===== config.mk =====
export PLATFORM = sky130hd
export DESIGN_NAME = alu_share_arbiter
export DESIGN_NICKNAME = d
export VERILOG_FILES = /design/src/rtl/alu_share_arbiter.sv
export SDC_FILE = /design/constraint.sdc
export NUM_CORES = 1
export LEC_CHECK = 0
export BUFFER_PORTS_ARGS = -buffer_cell sky130_fd_sc_hd__buf_2
export CELL_PAD_IN_SITES_DETAIL_PLACEMENT = 0
export CELL_PAD_IN_SITES_GLOBAL_PLACEMENT = 1
export CORE_AREA = 2 2 151 94
export DETAILED_ROUTE_END_ITERATION = 12
export DIE_AREA = 0 0 153 96
export PLACE_DENSITY = 0.89
export SLEW_MARGIN = 20
export SYNTH_ARGS = -nofsm -noshare
export SYNTH_HDL_FRONTEND = slang
export SYNTH_SLANG_ARGS = --single-unit

===== constraint.sdc =====
create_clock -name clk_i -period 5.39 [get_ports clk_i]
set_input_delay 0.8085 -clock clk_i [delete_from_list [all_inputs] [get_ports clk_i]]
set_output_delay 0.8085 -clock clk_i [all_outputs]
set_load 0.01 [all_outputs]

===== src/rtl/alu_share_arbiter.sv =====
// alu_share_arbiter
// Time-shares one 32-bit ALU between two requesters. Arbitration is
// round-robin. Accepted operands and the op code are held in registers
// that drive the ALU. MUL is held for MUL_CYCLES cycles. The result and
// zero flag go back to the owner as a one-cycle response pulse.
//
// Ports:
//   clk_i, rst_i                      clock, asynchronous active-high reset
//   reqN_valid_i / reqN_ready_o       request handshake, N = 0,1
//   reqN_a_i, reqN_b_i, reqN_op_i     request operands and op code
//   resp0_valid_o, resp1_valid_o      one-cycle response pulse per requester
//   resp_data_o, resp_zero_o          result and zero flag (held until next capture)
//   alu_data0_o, alu_data1_o, alu_ctrl_o   registered ALU drive
//   alu_data_i, alu_zero_i            ALU result and zero flag
//   busy_o                            high while an operation executes
module alu_share_arbiter #(
    parameter int MUL_CYCLES = 4,
    parameter int WIDTH      = 32
) (
    input  logic             clk_i,
    input  logic             rst_i,
    input  logic             req0_valid_i,
    output logic             req0_ready_o,
    input  logic [WIDTH-1:0] req0_a_i,
    input  logic [WIDTH-1:0] req0_b_i,
    input  logic [2:0]       req0_op_i,
    input  logic             req1_valid_i,
    output logic             req1_ready_o,
    input  logic [WIDTH-1:0] req1_a_i,
    input  logic [WIDTH-1:0] req1_b_i,
    input  logic [2:0]       req1_op_i,
    output logic             resp0_valid_o,
    output logic             resp1_valid_o,
    output logic [WIDTH-1:0] resp_data_o,
    output logic             resp_zero_o,
    output logic [WIDTH-1:0] alu_data0_o,
    output logic [WIDTH-1:0] alu_data1_o,
    output logic [2:0]       alu_ctrl_o,
    input  logic [WIDTH-1:0] alu_data_i,
    input  logic             alu_zero_i,
    output logic             busy_o
);

    typedef enum logic {IDLE = 1'b0, EXEC = 1'b1} state_t;

    localparam logic [2:0] OP_MUL   = 3'b010;
    // The count is loaded on the transfer edge, so MUL holds EXEC for
    // MUL_CYCLES cycles when it counts down to zero before capturing.
    localparam logic [3:0] MUL_LOAD = 4'(MUL_CYCLES - 1);

    state_t           state_q, state_d;
    logic [3:0]       cnt_q, cnt_d;
    logic             last_grant_q, last_grant_d;
    logic             owner_q, owner_d;
    logic [WIDTH-1:0] a_q, a_d;
    logic [WIDTH-1:0] b_q, b_d;
    logic [2:0]       op_q, op_d;
    logic             resp0_valid_q, resp0_valid_d;
    logic             resp1_valid_q, resp1_valid_d;
    logic [WIDTH-1:0] resp_data_q, resp_data_d;
    logic             resp_zero_q, resp_zero_d;

    logic             any_valid_s;
    logic             grant_id_s;
    logic             xfer_s;

    assign any_valid_s = req0_valid_i | req1_valid_i;
    assign xfer_s      = (state_q == IDLE) && any_valid_s;

    // Round-robin grant: when both requesters are valid, the one that did not win last time wins.
    always_comb begin
        grant_id_s = 1'b0;
        if (req0_valid_i && req1_valid_i) begin
            grant_id_s = ~last_grant_q;
        end else if (req1_valid_i) begin
            grant_id_s = 1'b1;
        end else begin
            grant_id_s = 1'b0;
        end
    end

    assign req0_ready_o = xfer_s && (grant_id_s == 1'b0);
    assign req1_ready_o = xfer_s && (grant_id_s == 1'b1);

    // Next-state logic for the sequencer and its datapath registers.
    always_comb begin
        state_d       = state_q;
        cnt_d         = cnt_q;
        last_grant_d  = last_grant_q;
        owner_d       = owner_q;
        a_d           = a_q;
        b_d           = b_q;
        op_d          = op_q;
        resp_data_d   = resp_data_q;
        resp_zero_d   = resp_zero_q;
        resp0_valid_d = 1'b0;
        resp1_valid_d = 1'b0;
        case (state_q)
            IDLE: begin
                if (xfer_s) begin
                    owner_d      = grant_id_s;
                    last_grant_d = grant_id_s;
                    a_d          = grant_id_s ? req1_a_i  : req0_a_i;
                    b_d          = grant_id_s ? req1_b_i  : req0_b_i;
                    op_d         = grant_id_s ? req1_op_i : req0_op_i;
                    cnt_d        = ((grant_id_s ? req1_op_i : req0_op_i) == OP_MUL) ? MUL_LOAD : 4'd0;
                    state_d      = EXEC;
                end else begin
                    state_d      = IDLE;
                end
            end
            EXEC: begin
                if (cnt_q != 4'd0) begin
                    cnt_d = cnt_q - 4'd1;
                end else begin
                    resp_data_d   = alu_data_i;
                    resp_zero_d   = alu_zero_i;
                    resp0_valid_d = ~owner_q;
                    resp1_valid_d = owner_q;
                    state_d       = IDLE;
                end
            end
            default: begin
                state_d = IDLE;
                cnt_d   = 4'd0;
            end
        endcase
    end

    // State and datapath registers. Reset drops any in-flight op and restores requester 0 priority.
    always_ff @(posedge clk_i or posedge rst_i) begin
        if (rst_i) begin
            state_q       <= IDLE;
            cnt_q         <= 4'd0;
            last_grant_q  <= 1'b1;
            owner_q       <= 1'b0;
            a_q           <= '0;
            b_q           <= '0;
            op_q          <= 3'b000;
            resp0_valid_q <= 1'b0;
            resp1_valid_q <= 1'b0;
            resp_data_q   <= '0;
            resp_zero_q   <= 1'b0;
        end else begin
            state_q       <= state_d;
            cnt_q         <= cnt_d;
            last_grant_q  <= last_grant_d;
            owner_q       <= owner_d;
            a_q           <= a_d;
            b_q           <= b_d;
            op_q          <= op_d;
            resp0_valid_q <= resp0_valid_d;
            resp1_valid_q <= resp1_valid_d;
            resp_data_q   <= resp_data_d;
            resp_zero_q   <= resp_zero_d;
        end
    end

    assign alu_data0_o   = a_q;
    assign alu_data1_o   = b_q;
    assign alu_ctrl_o    = op_q;
    assign resp0_valid_o = resp0_valid_q;
    assign resp1_valid_o = resp1_valid_q;
    assign resp_data_o   = resp_data_q;
    assign resp_zero_o   = resp_zero_q;
    assign busy_o        = (state_q == EXEC);

endmodule


# ---- Yosys cells after proc, flatten, opt, wreduce, memory -nomap -nowiden
# Index checks and enable logic that the tools add are counted.
dict set report totals {
  ff_bits 109
  ramBits 0
  n_memories 0
  latch_bits 0
  mem_bits_ro 0
}
dict set report classes {
  muxes 16
  eq_ne 3
  bitwise_logic 6
  reduce_logical 8
  multipliers 0
  add_sub_neg 1
  order_cmp 0
  n_div 0
  shift 0
}
# operator n
set ops {}
lappend ops {{$mux W32} 2}
lappend ops {{$mux W1} 8}
lappend ops {{$mux W4} 2}
lappend ops {{$pmux W4 S2} 1}
lappend ops {{$reduce_and A2 Y1} 3}
lappend ops {{$not A1 Y1} 5}
lappend ops {{$logic_and A1 B1 Y1} 4}
lappend ops {{$reduce_bool A4 Y1} 1}
lappend ops {{$sub A4 B1 Y4 const B} 1}
lappend ops {{$eq A3 B2 Y1 const B} 1}
lappend ops {{$mux W3} 1}
lappend ops {{$mux W2} 1}
lappend ops {{$ne A2 B1 Y1 const B} 1}
lappend ops {{$ne A2 B2 Y1 const B} 1}
lappend ops {{$pmux W1 S2} 1}
lappend ops {{$or A1 B1 Y1} 1}

# ---- Logic depth before layout (Yosys ltp)
dict set report depth {
  depth_word 7
  mapped_depth 7
}

# ---- Worst setup path before layout
# Ideal clock, no wire load.
dict set report synth_timing {
  kind {input-to-output}
  from {input req1_valid_i}
  to {output req1_ready_o}
  setup_slack_ps 3096
  required_ps 4582
  n_path_buf 2
  stages 4
  t_arrival_ps 1486
  cell_sequence {a21boi_4 > and2_1 > buf_2 > buf_2}
}
dict set report synth_via {
  elab_chain_cells 3
}
# item line_no
set synth_lines {}
lappend synth_lines {{start, declared} 27} ;# input logic req1_valid_i,
lappend synth_lines {{$mux W1, or another cell as far along} 75} ;# end else if (req1_valid_i) begin
lappend synth_lines {{$mux W1 / $logic_and A1 B1 Y1 (equally long branches)} {73, 68}}
lappend synth_lines {{$logic_and A1 B1 Y1 (*)} 83} ;# assign req1_ready_o = xfer_s && (grant_id_s == 1'b1);
lappend synth_lines {{end, declared} 28} ;# output logic req1_ready_o,
# Every way passes the cells marked *; elsewhere a longest branch is shown, timed or not.

# ---- Worst setup path after layout
dict set report layout_timing {
  from {register last_grant_q}
  to {output req0_ready_o}
}
dict set report layout_via {
  elab_chain_cells 4
}
# item line_no
set layout_lines {}
lappend layout_lines {{start, declared} 53} ;# logic last_grant_q, last_grant_d;
lappend layout_lines {{start signal, assigned} 147} ;# last_grant_q <= last_grant_d;
lappend layout_lines {{$not A1 Y1} 74} ;# grant_id_s = ~last_grant_q;
lappend layout_lines {{$mux W1} 73} ;# if (req0_valid_i && req1_valid_i) begin
lappend layout_lines {{$not A1 Y1} 82} ;# assign req0_ready_o = xfer_s && (grant_id_s == 1'b0);
lappend layout_lines {{$logic_and A1 B1 Y1} 82}
lappend layout_lines {{end, declared} 23} ;# output logic req0_ready_o,
# Every way passes these cells.

==> reports/results.tsv <==
stage	metric	value	unit
floorplanning	initial_core_util	0.344	
floorplanning	core	13300	sq um
clock_tree	cts_setup_buffers	0	
logic_synthesis	synth-compound-area-share	0.165	
logic_synthesis	synthSimpleGateAreaFrac	0.109	
floorplanning	io_pins	276	
logic_synthesis	synth_fp_nets	510	
sta	fmax	0.352	GHz
clock_tree	cts_resized	0	
clock_tree	cts_tree	yes	
critical_path	worst_setup_path_end_kind	output port	
critical_path	crit_arrival	2.04	ns
power	powerDensity	580	nW/um^2
placed_design	port_buffers	275	
sta	tns	0	ns
sta	rsz0062_at_grt	no	
power	power.net_switching	1300	uW
power	pwr-share-seq	0.384	
detailed_routing	route.vias.total	3868	
detailed_routing	drt-total-wl	12.9	mm
finish	nets	772	
floorplanning	dieArea	14700	sq um
logic_synthesis	syn_area	4590	sq um
sta	slew_headroom	0.347	
floorplanning	fp.dieW	153	um
power	clkPwrFrac	0.176	
hold_path	holdPathStages	1	
clock_tree	root_buffer	clkbuf_16	
critical_path	critPathLaunchType	register	
run_status	outcome	finished clean	
power	pwr-share-comb	0.440	
logic_synthesis	synth_area_leaders	dfrtp_1 59%, a221o_1 14%, and2_1 9.0%	
floorplanning	rows	33	
hold_path	hold_path.startpoint	owner_q	
clock_tree	holdBufCountCts	0	
finish	layout_common_cells	275 x buf_2, 108 x dfrtp_1, 65 x and2_1	
critical_path	r2r-end	resp_data_o[27]	
critical_path	r2r_slack	3.29	ns
clock_tree	clkLatencyLatePin	0.34	ns
logic_synthesis	yosysWarnings	0	
clock_tree	cts_sinks	109	
clock_tree	clk_pin_slew_worst_paths	0.08	ns
logic_synthesis	postSynthAreaPerCell	13.6	sq um
critical_path	r2r_start	cnt_q[0]	
power	power.leakage	0.00329	uW
logic_synthesis	seq_area_frac_synth	0.594	
detailed_routing	first_pass_iters	4	
logic_synthesis	synth_top_family_by_area	compound AO/OA/AOI/OAI gates	
clock_tree	numCtsBuffers	9	
detailed_routing	drtAntennaViolNets	0	
flow_run	drv_cap	0	
detailed_routing	drc_errors	0	
logic_synthesis	yosys-mux-area-fraction	0.0896	
logic_synthesis	synthCells	338	
detailed_routing	drt_iter0_markers	205	
floorplanning	die_h	96	um
grt	antenna_found_initial	1	
critical_path	crit_path_max_fanout	65	
critical_path	worstSetupPathType	register to output port	
sta	worstMarginPinSlew	0.980	ns
sta	report.final.slew_viol_count	0	
detailed_routing	wl_per_cell	16.5	um
logic_synthesis	netlist.area_leader.share	0.589	
power	internal-power	2390	uW
sta	finalClockSkew	0.00712	ns
grt	grt_max_degree	75	
power	ir_worst_vdd	0.000228	V
finish	drive_gt1_frac	0.555	
grt	grt_overflow	0	
hold_path	min_to	resp0_valid_o	
sta	setup_viol	0	
sta	finalHoldViolations	0	
power	power	3690	uW
clock_tree	cts_buffer_depth	2	
finish	layout_commonest_cell	buf_2	
logic_synthesis	synth.distinct_cells	32	
sta	period_minus_slack	2.84	ns
critical_path	r2r_cells	4	
grt	grt_pass1_wl	20.0	mm
logic_synthesis	synthArstFlopShare	1.00	
logic_synthesis	ys.flop_type	dfrtp_1	
detailed_routing	avgViaCountPerCell	4.95	
placed_design	place.gp.congestion	0.778	
clock_tree	cts_max_level	3	
hold_path	min_path_type	register to register	
finish	syn_to_final_growth	38.6	%
sta	period_share	0.528	
power	sw_frac_of_total	0.352	
logic_synthesis	synthXorXnorAreaFrac	0	
logic_synthesis	synthAdderAreaFrac	0.00272	
critical_path	worst_ep_required_time	4.58	ns
grt	grt.total_usage	0.170	
placed_design	place_hpwl	9.36	mm
logic_synthesis	synth_top_area_cell	dfrtp_1	
grt	grt_pass1_vias	3875	
logic_synthesis	ys_ff_latch	109	
logic_synthesis	synth_edf_count	0	
## power groups by stage
stage	clock (uW)	sequential (uW)	combinational, uW
after detailed placement	0	1420	1650
after CTS	672	1420	1650
after global routing	706	1470	1780
final	651	1420	1620
after global placement	0	1400	1590
after floorplan	0	1590	870
## synthesized netlist by cell type (all sizes together), types with 2 or more instances
cell type,instances
dfrtp,108
and2,66
a221o,64
mux2,33
buf,19
clkbuf,9
inv,5
mux2i,4
nand2,3
o21ai,3
a21o,2
a2bb2oi,2
nor2b,2
nor3,2
nor4b,2
o41ai,2
## routing by layer
metal	share of wire	wire length, um	track usage	vias up
li1	-	-	-	1788
met1	0.44	5710	0.228	1899
met2	0.47	6100	0.271	165
met3	0.072	931	0.0491	16
met4	0.013	172	0.0494	0
met5	0	0	0	-
## worst max-delay path, cell delays in order, from the launching register on
cell and delay [ns]:
dfstp_2 0.57, nand2b_1 0.10, and3_2 0.17, buf_4 0.58, buf_2 0.26
## worst max-delay path by stage
| stage | from | end | slack (ns) | depth (start not counted) |
|---|---|---|---|---|
| floorplan | rst_i | alu_ctrl_o[0] | 1.71 | 1 |
| global placement | req1_valid_i | req0_ready_o | 2.57 | 5 |
| detailed placement | req1_valid_i | req0_ready_o | 2.56 | 5 |
| CTS | last_grant_q | req0_ready_o | 2.53 | 4 |
| global route | last_grant_q | req0_ready_o | 2.41 | 4 |
| finish | last_grant_q | req0_ready_o | 2.55 | 4 |
## state kept, by name (all words and copies together), names as in the netlist, 3 cells and up
register	count
alu_data0_o	32
cnt_q	4
alu_data1_o	32
alu_ctrl_o	3
resp_data_o	32
## logic make-up (layout without fill, tap and decap cells)
family,after synthesis,in the layout
muxes,37,37
other,0,1
DFF,109,109
AOI/OAI and AO/OA,78,78
buffers and inverters,33,300
adders and majority gates,1,1
and+or+nand+nor,80,80
## final cells by class
| class | count | area [sq um] |
|---|---|---|
| fillers | 1227 | 6970 |
| flip-flops and latches | 109 | 2730 |
| multi-input cells | 196 | 1690 |
| repair buffers | 279 | 1410 |
| clock buffers | 10 | 239 |
| well taps | 175 | 219 |
| clock inverters | 6 | 56.3 |
| inverters | 5 | 21.3 |
| diodes | 1 | 2.50 |
## metrics by stage
| stage | instances | utilization | cell area [sq um] | hold slack, ns | setup WS, ns |
|---|---|---|---|---|---|
| 3_5_place_dp | 764 | 0.455 | 6070 | 0.441 | 2.56 |
| 6_report | 781 | 0.477 | 6370 | 0.453 | 2.55 |
| 5_1_grt | 780 | 0.477 | 6360 | 0.476 | 2.41 |
| 3_3_place_gp | 764 | 0.455 | 6070 | 0.430 | 2.57 |
| 2_1_floorplan | 338 | - | 4590 | 0.417 | 1.71 |
| 4_1_cts | 780 | 0.477 | 6360 | 0.453 | 2.53 |
Note: power is estimated with default switching activity, not from simulation.
